--- src/rtl/mc_ctrl_pkg.sv ---
// Shared encodings for the multicycle MIPS control unit: FSM states, opcodes,
// funct codes, ALU operations and datapath mux selects.
package mc_ctrl_pkg;

   typedef enum logic [3:0] {
      FETCH    = 4'd0,
      DECODE   = 4'd1,
      MEMADR   = 4'd2,
      MEMREAD  = 4'd3,
      MEMWB    = 4'd4,
      MEMWRITE = 4'd5,
      EXECUTE  = 4'd6,
      ALUWB    = 4'd7,
      BRANCH   = 4'd8,
      ADDIEX   = 4'd9,
      ADDIWB   = 4'd10,
      JUMP     = 4'd11,
      HALT     = 4'd12
   } state_t;

   localparam logic [5:0] OP_RTYPE = 6'b000000;
   localparam logic [5:0] OP_LW    = 6'b100011;
   localparam logic [5:0] OP_SW    = 6'b101011;
   localparam logic [5:0] OP_BEQ   = 6'b000100;
   localparam logic [5:0] OP_ADDI  = 6'b001000;
   localparam logic [5:0] OP_J     = 6'b000010;

   localparam logic [5:0] FUNCT_ADD = 6'b100000;
   localparam logic [5:0] FUNCT_SUB = 6'b100010;
   localparam logic [5:0] FUNCT_AND = 6'b100100;
   localparam logic [5:0] FUNCT_OR  = 6'b100101;
   localparam logic [5:0] FUNCT_SLT = 6'b101010;

   localparam logic [2:0] ALU_ADD = 3'b010;
   localparam logic [2:0] ALU_SUB = 3'b110;
   localparam logic [2:0] ALU_AND = 3'b000;
   localparam logic [2:0] ALU_OR  = 3'b001;
   localparam logic [2:0] ALU_SLT = 3'b111;

   localparam logic [1:0] ALUOP_ADD   = 2'b00;
   localparam logic [1:0] ALUOP_SUB   = 2'b01;
   localparam logic [1:0] ALUOP_FUNCT = 2'b10;

   localparam logic [1:0] SRCB_REG   = 2'b00;
   localparam logic [1:0] SRCB_FOUR  = 2'b01;
   localparam logic [1:0] SRCB_IMM   = 2'b10;
   localparam logic [1:0] SRCB_IMMSH = 2'b11;

   localparam logic [1:0] PCSRC_ALU    = 2'b00;
   localparam logic [1:0] PCSRC_ALUOUT = 2'b01;
   localparam logic [1:0] PCSRC_JUMP   = 2'b10;

   // Unrecognised funct codes fall back to add so stray R-types stay harmless.
   function automatic logic [2:0] functToAlu(input logic [5:0] funct);
      case (funct)
         FUNCT_SUB: functToAlu = ALU_SUB;
         FUNCT_AND: functToAlu = ALU_AND;
         FUNCT_OR:  functToAlu = ALU_OR;
         FUNCT_SLT: functToAlu = ALU_SLT;
         default:   functToAlu = ALU_ADD;
      endcase
   endfunction

endpackage

--- src/rtl/mc_alu_decoder.sv ---
// ALU decoder: turns the FSM's two-bit aluop request plus funct into the
// three-bit alu_control code shared with the single-cycle design.
module mc_alu_decoder
   import mc_ctrl_pkg::*;
(
   input  logic [1:0] aluop,
   input  logic [5:0] funct,
   output logic [2:0] alu_control
);

   always_comb begin
      alu_control = ALU_ADD;
      case (aluop)
         ALUOP_SUB:   alu_control = ALU_SUB;
         ALUOP_FUNCT: alu_control = functToAlu(funct);
         default:     alu_control = ALU_ADD;
      endcase
   end

endmodule

--- src/rtl/mc_control_fsm.sv ---
// Multicycle MIPS control FSM with memory-ready wait states.
// Define MC_ILLEGAL_TRAP_EN to trap unknown opcodes in HALT with an illegal_op flag.
module mc_control_fsm
   import mc_ctrl_pkg::*;
#(
   parameter logic [3:0] RESET_STATE = 4'd0
) (
   input  logic       clk,
   input  logic       rst_n,
   input  logic [5:0] op,
   input  logic [5:0] funct,
   input  logic       zero,
   input  logic       mem_ready,
   output logic       pcen,
   output logic       iord,
   output logic       irwrite,
   output logic       memwrite,
   output logic       regdst,
   output logic       memtoreg,
   output logic       regwrite,
   output logic       alusrca,
   output logic [1:0] alusrcb,
   output logic [1:0] pcsrc,
   output logic [2:0] alu_control,
`ifdef MC_ILLEGAL_TRAP_EN
   output logic       illegal_op,
`endif
   output logic [3:0] state_o
);

   state_t     state_q, state_d;
   logic       pcWriteRaw, branchRaw, iordRaw, irWriteRaw, memWriteRaw;
   logic       regDstRaw, memToRegRaw, regWriteRaw, aluSrcARaw, illegalRaw;
   logic [1:0] aluSrcBRaw, pcSrcRaw, aluOp;
   logic [2:0] aluControlRaw;

   always_ff @(posedge clk or negedge rst_n) begin
      if (!rst_n) state_q <= state_t'(RESET_STATE);
      else        state_q <= state_d;
   end

   always_comb begin
      state_d     = state_q;
      pcWriteRaw  = 1'b0;
      branchRaw   = 1'b0;
      iordRaw     = 1'b0;
      irWriteRaw  = 1'b0;
      memWriteRaw = 1'b0;
      regDstRaw   = 1'b0;
      memToRegRaw = 1'b0;
      regWriteRaw = 1'b0;
      aluSrcARaw  = 1'b0;
      illegalRaw  = 1'b0;
      aluSrcBRaw  = SRCB_REG;
      pcSrcRaw    = PCSRC_ALU;
      aluOp       = ALUOP_ADD;
      case (state_q)
         FETCH: begin
            aluSrcBRaw = SRCB_FOUR;
            if (mem_ready) begin
               irWriteRaw = 1'b1;
               pcWriteRaw = 1'b1;
               state_d    = DECODE;
            end
         end
         // ALU precomputes the branch target while the opcode is decoded.
         DECODE: begin
            aluSrcBRaw = SRCB_IMMSH;
            case (op)
               OP_LW, OP_SW: state_d = MEMADR;
               OP_RTYPE:     state_d = EXECUTE;
               OP_BEQ:       state_d = BRANCH;
               OP_ADDI:      state_d = ADDIEX;
               OP_J:         state_d = JUMP;
`ifdef MC_ILLEGAL_TRAP_EN
               default:      state_d = HALT;
`else
               default:      state_d = FETCH;
`endif
            endcase
         end
         MEMADR: begin
            aluSrcARaw = 1'b1;
            aluSrcBRaw = SRCB_IMM;
            state_d    = (op == OP_SW) ? MEMWRITE : MEMREAD;
         end
         MEMREAD: begin
            iordRaw = 1'b1;
            if (mem_ready) state_d = MEMWB;
         end
         MEMWB: begin
            memToRegRaw = 1'b1;
            regWriteRaw = 1'b1;
            state_d     = FETCH;
         end
         MEMWRITE: begin
            iordRaw     = 1'b1;
            memWriteRaw = 1'b1;
            if (mem_ready) state_d = FETCH;
         end
         EXECUTE: begin
            aluSrcARaw = 1'b1;
            aluOp      = ALUOP_FUNCT;
            state_d    = ALUWB;
         end
         ALUWB: begin
            regDstRaw   = 1'b1;
            regWriteRaw = 1'b1;
            state_d     = FETCH;
         end
         BRANCH: begin
            aluSrcARaw = 1'b1;
            aluOp      = ALUOP_SUB;
            branchRaw  = 1'b1;
            pcSrcRaw   = PCSRC_ALUOUT;
            state_d    = FETCH;
         end
         ADDIEX: begin
            aluSrcARaw = 1'b1;
            aluSrcBRaw = SRCB_IMM;
            state_d    = ADDIWB;
         end
         ADDIWB: begin
            regWriteRaw = 1'b1;
            state_d     = FETCH;
         end
         JUMP: begin
            pcSrcRaw   = PCSRC_JUMP;
            pcWriteRaw = 1'b1;
            state_d    = FETCH;
         end
`ifdef MC_ILLEGAL_TRAP_EN
         HALT: begin
            illegalRaw = 1'b1;
            state_d    = HALT;
         end
`endif
         default: state_d = FETCH;
      endcase
   end

   mc_alu_decoder uAluDecoder (
      .aluop       (aluOp),
      .funct       (funct),
      .alu_control (aluControlRaw)
   );

   // Outputs are forced low while reset is held so no strobe survives an abort.
   always_comb begin
      pcen        = 1'b0;
      iord        = 1'b0;
      irwrite     = 1'b0;
      memwrite    = 1'b0;
      regdst      = 1'b0;
      memtoreg    = 1'b0;
      regwrite    = 1'b0;
      alusrca     = 1'b0;
      alusrcb     = 2'b00;
      pcsrc       = 2'b00;
      alu_control = 3'b000;
      if (rst_n) begin
         pcen        = pcWriteRaw | (branchRaw & zero);
         iord        = iordRaw;
         irwrite     = irWriteRaw;
         memwrite    = memWriteRaw;
         regdst      = regDstRaw;
         memtoreg    = memToRegRaw;
         regwrite    = regWriteRaw;
         alusrca     = aluSrcARaw;
         alusrcb     = aluSrcBRaw;
         pcsrc       = pcSrcRaw;
         alu_control = aluControlRaw;
      end
   end

`ifdef MC_ILLEGAL_TRAP_EN
   assign illegal_op = illegalRaw & rst_n;
`else
   logic unusedIllegal;
   assign unusedIllegal = illegalRaw;
`endif

   assign state_o = state_q;

endmodule

--- config.mk ---
export PLATFORM = sky130hd
export DESIGN_NAME = mc_control_fsm
export DESIGN_NICKNAME = d
export VERILOG_FILES = /design/src/rtl/mc_ctrl_pkg.sv /design/src/rtl/mc_alu_decoder.sv /design/src/rtl/mc_control_fsm.sv
export SDC_FILE = /design/constraint.sdc
export NUM_CORES = 1
export LEC_CHECK = 0
export ABC_AREA = 1
export BUFFER_PORTS_ARGS = -buffer_cell sky130_fd_sc_hd__clkbuf_2
export CORE_MARGIN = 5
export CORE_UTILIZATION = 43
export CTS_CLUSTER_SIZE = 25
export DETAILED_ROUTE_END_ITERATION = 16
export GPL_TIMING_DRIVEN = 0
export PLACE_DENSITY_LB_ADDON = 0.3
export SYNTH_ARGS = -nofsm -noshare
export SYNTH_HDL_FRONTEND = slang
export SYNTH_SLANG_ARGS = --single-unit
--- constraint.sdc ---
create_clock -name clk -period 1.5 [get_ports clk]
set_input_delay 0.075 -clock clk [delete_from_list [all_inputs] [get_ports clk]]
set_output_delay 0.075 -clock clk [all_outputs]
set_load 0.005 [all_outputs]
== Word level (Yosys, flattened, before mapping) ==
Index checks and enable logic that the tools add are counted.
Operators by class
  eq/ne operators: 25
  muxes and demuxes: 32
  bitwise logic cells: 2
  reduce and logical (&&, ||, !) cells: 8
Operator list (count)
  == test 6 bit (second input constant): 6
  case mux 4 bit (7 select lines): 1
  case mux 4 bit (5 select lines): 1
  two-way mux 1 bit: 17
  == test 4 x 3 -> 1 bit (second input constant): 4
  == test 4 bit (second input constant): 4
  two-way mux 4 bit: 3
  case mux 3 bit (4 select lines): 1
  == test 4 x 2 -> 1 bit (second input constant): 2
  case mux 2 bit (2 select lines): 2
  == test 6 x 2 -> 1 bit (second input constant): 1
  == test 6 x 3 -> 1 bit (second input constant): 1
  == test 6 x 4 -> 1 bit (second input constant): 1
  logical NOT 6 bit: 1
  two-way mux 3 bit: 2
  != test 2 bit (second input constant): 3
  case mux 2 bit (3 select lines): 1
  case mux 3 bit (2 select lines): 1
  OR reduction 2 bit: 3
  == test 4 x 1 -> 1 bit (second input constant): 1
  logical NOT 4 bit: 1
  two-way mux 2 bit: 2
  OR reduction 4 bit: 1
  AND reduction 3 bit: 1
  6 further kinds: 6
Storage, ports and cells
  register bits after elaboration: 4
  output and inout bits: 19
  logic and storage cells: 68

== Longest topological paths before layout ==
  depth in word-level cells: 5
  mapped depth: 8

== Modules after synthesis ==
From an unflattened synthesis, not the netlist that was laid out.
Second synthesis, totals
  cell total of the unflattened synthesis: 141
  area total of the unflattened synthesis: 706.9 µm²
Modules (own cells, without submodules)
  mc_control_fsm: times used 1, cells an instance 104, area each 533.0 µm²
  mc_alu_decoder: times used 1, cells an instance 37, area each 173.9 µm²

== Worst setup path after synthesis ==
Ideal clock, no wire load.
  kind: register to output
  start point: register state_q[0], in the netlist state_o[0]
  end point: output alu_control[1]
  arrival: 1268 ps
  slack: 157 ps
  cell stages (with the launch flop): 8
  cells stage by stage: dfrtp_1 -> nor2_1 -> inv_1 -> nor2_4 -> inv_1 -> ha_1 -> a21oi_1 -> a21oi_1
On the way
  longest elaborated chain between the ends: 5
  elaborated cells between the ends (all ways): 7
  classes of those cells: eq/ne (4); mux (3)
RTL lines
  from (decl): RTL line mc_control_fsm.sv:31  | state_t state_q, state_d;
  from (signal assigned): RTL line mc_control_fsm.sv:38  | if (!rst_n) state_q <= state_t'(RESET_STATE);
  from (signal assigned): RTL line mc_control_fsm.sv:39  | else state_q <= state_d;
  == test 4 bit or == test 4 x 3 -> 1 bit (tied branches): RTL line mc_control_fsm.sv:57  | case (state_q)
  case mux 2 bit (2 select lines) (*): RTL line mc_control_fsm.sv:57
  == test 2 bit or == test 2 x 1 -> 1 bit (tied branches): RTL line mc_alu_decoder.sv:13  | case (aluop)
  case mux 3 bit (2 select lines) (*): RTL line mc_alu_decoder.sv:13
  two-way mux 3 bit (*): RTL line mc_control_fsm.sv:161  | if (rst_n) begin
  to (decl): RTL line mc_control_fsm.sv:24  | output logic [2:0] alu_control,
Every way passes the cells marked *; elsewhere a longest branch is shown, timed or not.

== Worst setup path in the final report ==
  start point: register state_q[1], in the netlist state_o[1]
  end point: output alu_control[2]
The elaborated chain is that of the path after synthesis.

==> results.md <==
* Status: complete, but fails checks
* Failing checks: negative setup slack
* Starting DRT DRC Count at 40
* Synth Cell Area at 622 µm²
* Worst Clk Skew at 0.00693 ns
* Pre-antenna DRT Iters at 4
* Skew-Pair Late Insertion Delay at 0.24 ns
* Period minus WS final at 1.68 ns
* Worst Setup Start Kind: flop
* Peak supply drop at 1.11 mV
* Critical Path End Type: output port
* Die Ht at 48.0 µm
* Worst Max-Slew Pin Slew at 0.336 ns
* Initial Util at 46.6%
* Fin cells at 193
* Drt via density at 5.58
* Synth-to-layout area growth at 78.5%
* Synth Register Bits at 4
* Final setup fails at 11
* Pwr dens at 1440 nW/µm²
* WP data required at 1.42 ns
* Post-route setup slack at -0.177 ns
* Nets@finish at 198
* Fill cells at 81
* Critical Path AT at 1.60 ns
* Max_cap viols at 0
* Max reg flops at 4
* GRT Total Usage at 24.2%
* Die W at 48.0 µm
* Crit share post-route at 112%
* Number of remaining DRC errors at 0
* Aggregate routed wire length at 2860 µm
* Placed Cells incl. Taps at 168
* Floorplan row count at 13
* Commonest non-fill, non-tap cell in the layout: clkbuf_2
* Initial antenna violation count at 0
* Synthesis warning total at 0
* Die ar. at 2310 µm²
* Sum Neg Setup Slack at -0.959 ns
* Reg clk slew, reported paths at 0.04 ns
* Layout cell share with drive strength beyond 1 at 51.7%
* Final instance area at 1110 µm²
* Synth Area per Inst at 5.23 µm²
* RSZ-0062 raised after global routing: true
* Antenna-violating nets left at 0
* N_diodes at 0
* Clock sink count at 4
* Via count at 1076
* Avg WL per Cell at 14.8 µm
* Placed cell areas at 811 µm²
* Worst Setup Path Type: reg -> out
* Worst min path class: in -> reg
* Clk buf depth at 2
* Num CTS Buffers at 3
* H-tree depth at 1
* Most frequent cells in the layout: clkbuf_2 (30), nand2_1 (23), nor2_1 (21), buf_4 (17), inv_1 (14)
* Root buffer cell: clkbuf_4
* Post-synthesis instance total at 119
* Critical path fanouts, max at 3
* Hold Fails Final Rpt at 0
* Core area at 1330 µm²
* Global-route wire length before repair at 3920 µm
* Post-synthesis sequential area ratio at 16.1%
* Port bufs at 34
* TritonCTS clock tree: done
* Vias in the first global route at 949
* Syn nets at 137
* Final GP Congestion at 0.860
* Grt total ovfl at 0
* Largest net degree at the start of global routing at 11
* Fmax at 596 MHz
* Leakage at 0.620 nW
* Slew Viols, Final at 0
* Unique masters post-synth at 19
* Dpl hpwl at 1460 µm
* Ports at 35
* FF-to-FF setup slack at 0 ns
* Slew HR at 77.5%
-- worst max-delay path: stages (launching register included) --
cell and delay (ns):
dfrtp_1 0.42, buf_4 0.15, nand2_4 0.06, inv_2 0.07, nand2_2 0.08, ha_4 0.24
inv_2 0.05, nand2_1 0.05, a21oi_2 0.11, clkbuf_2 0.13
-- synth_stat cells, drive strengths merged --
| cell type | number | area, µm² |
|---|---|---|
| a31oi | 1 | 6.26 |
| nor4 | 1 | 6.26 |
| o21ai | 3 | 15.0 |
| a21oi | 10 | 50.1 |
| nand4 | 3 | 18.8 |
| nand2 | 31 | 126 |
| dfrtp | 4 | 100 |
| nor2 | 26 | 108 |
| inv | 24 | 90.1 |
| clkinv | 1 | 3.75 |
| o211ai | 1 | 7.51 |
| ha | 2 | 25.0 |
| nand3 | 10 | 55.1 |
| nor3 | 2 | 10.0 |
-- metal layers --
layer | part of all wire (%) | wire [µm] | global-route usage (%)
met5 | 0 | 0 | 0
met4 | 2.5 | 71 | 11.3
met2 | 49 | 1410 | 42.2
met3 | 9.9 | 284 | 8.27
met1 | 38 | 1100 | 25.8
-- cell type report --
cell class                 instances  area, µm²  area share [%]
multi-input combinational         90        520            46.9
sequential                         4        101            9.13
tap                               15       18.8            1.69
inverter                          25       93.8            8.46
timing repair buffer              56        353            31.8
clock buffer                       3       22.5            2.03
-- cell families (layout without fill, tap and decap cells) --
| logic type | Yosys count | after routing | synth area share, % |
|---|---|---|---|
| adders and majority gates | 2 | 2 | 4.02 |
| buffers and inverters | 25 | 84 | 15.1 |
| DFF | 4 | 4 | 16.1 |
| AOI/OAI and AO/OA | 15 | 15 | 12.7 |
| and+or+nand+nor | 73 | 73 | 52.1 |
-- report_power, final --
part / internal [mW] / switching, mW / total (mW)
logic: 0.591 / 0.661 / 1.25
registers: 0.150 / 0.0589 / 0.209
clock network: 0.0899 / 0.0499 / 0.140
total: 0.831 / 0.770 / 1.60
-- what timing repair did --
action,4_1_cts,5_1_grt
hold endpoints to repair,4,0
pin swaps,9,10
setup buffers,21,5
gates cloned,0,0
endpoints found under the setup margin,5,12
resized for setup,26,16
hold buffers,1,0
-- path summary, 6_finish.rpt --
path / depth (start not counted) / to / from
worst max register to register: 10 / state_o[1]$_DFFE_PN0P_ / state_o[1]$_DFFE_PN0P_
worst max-delay path: 9 / alu_control[2] / state_o[1]$_DFFE_PN0P_
min in group asynchronous: 2 / state_o[1]$_DFFE_PN0P_ / rst_n
max in group asynchronous: 2 / state_o[0]$_DFFE_PN0P_ / rst_n
worst min-delay path: 4 / state_o[3]$_DFFE_PN0P_ / op[3]
worst min register to register: 4 / state_o[3]$_DFFE_PN0P_ / state_o[3]$_DFFE_PN0P_
-- through the flow --
step	setup WS, ns	total power [mW]	util [%]	hold slack, ns
floorplan	0.157	0.602	-	-0.221
global placement	-0.0643	0.804	60.8	-0.0765
detailed placement	-0.0735	0.808	60.8	-0.0770
CTS	-0.112	1.39	79.8	0.149
global route	-0.214	1.69	83.2	0.146
finish	-0.177	1.60	83.2	0.149
(Power assumes the default switching activity.)
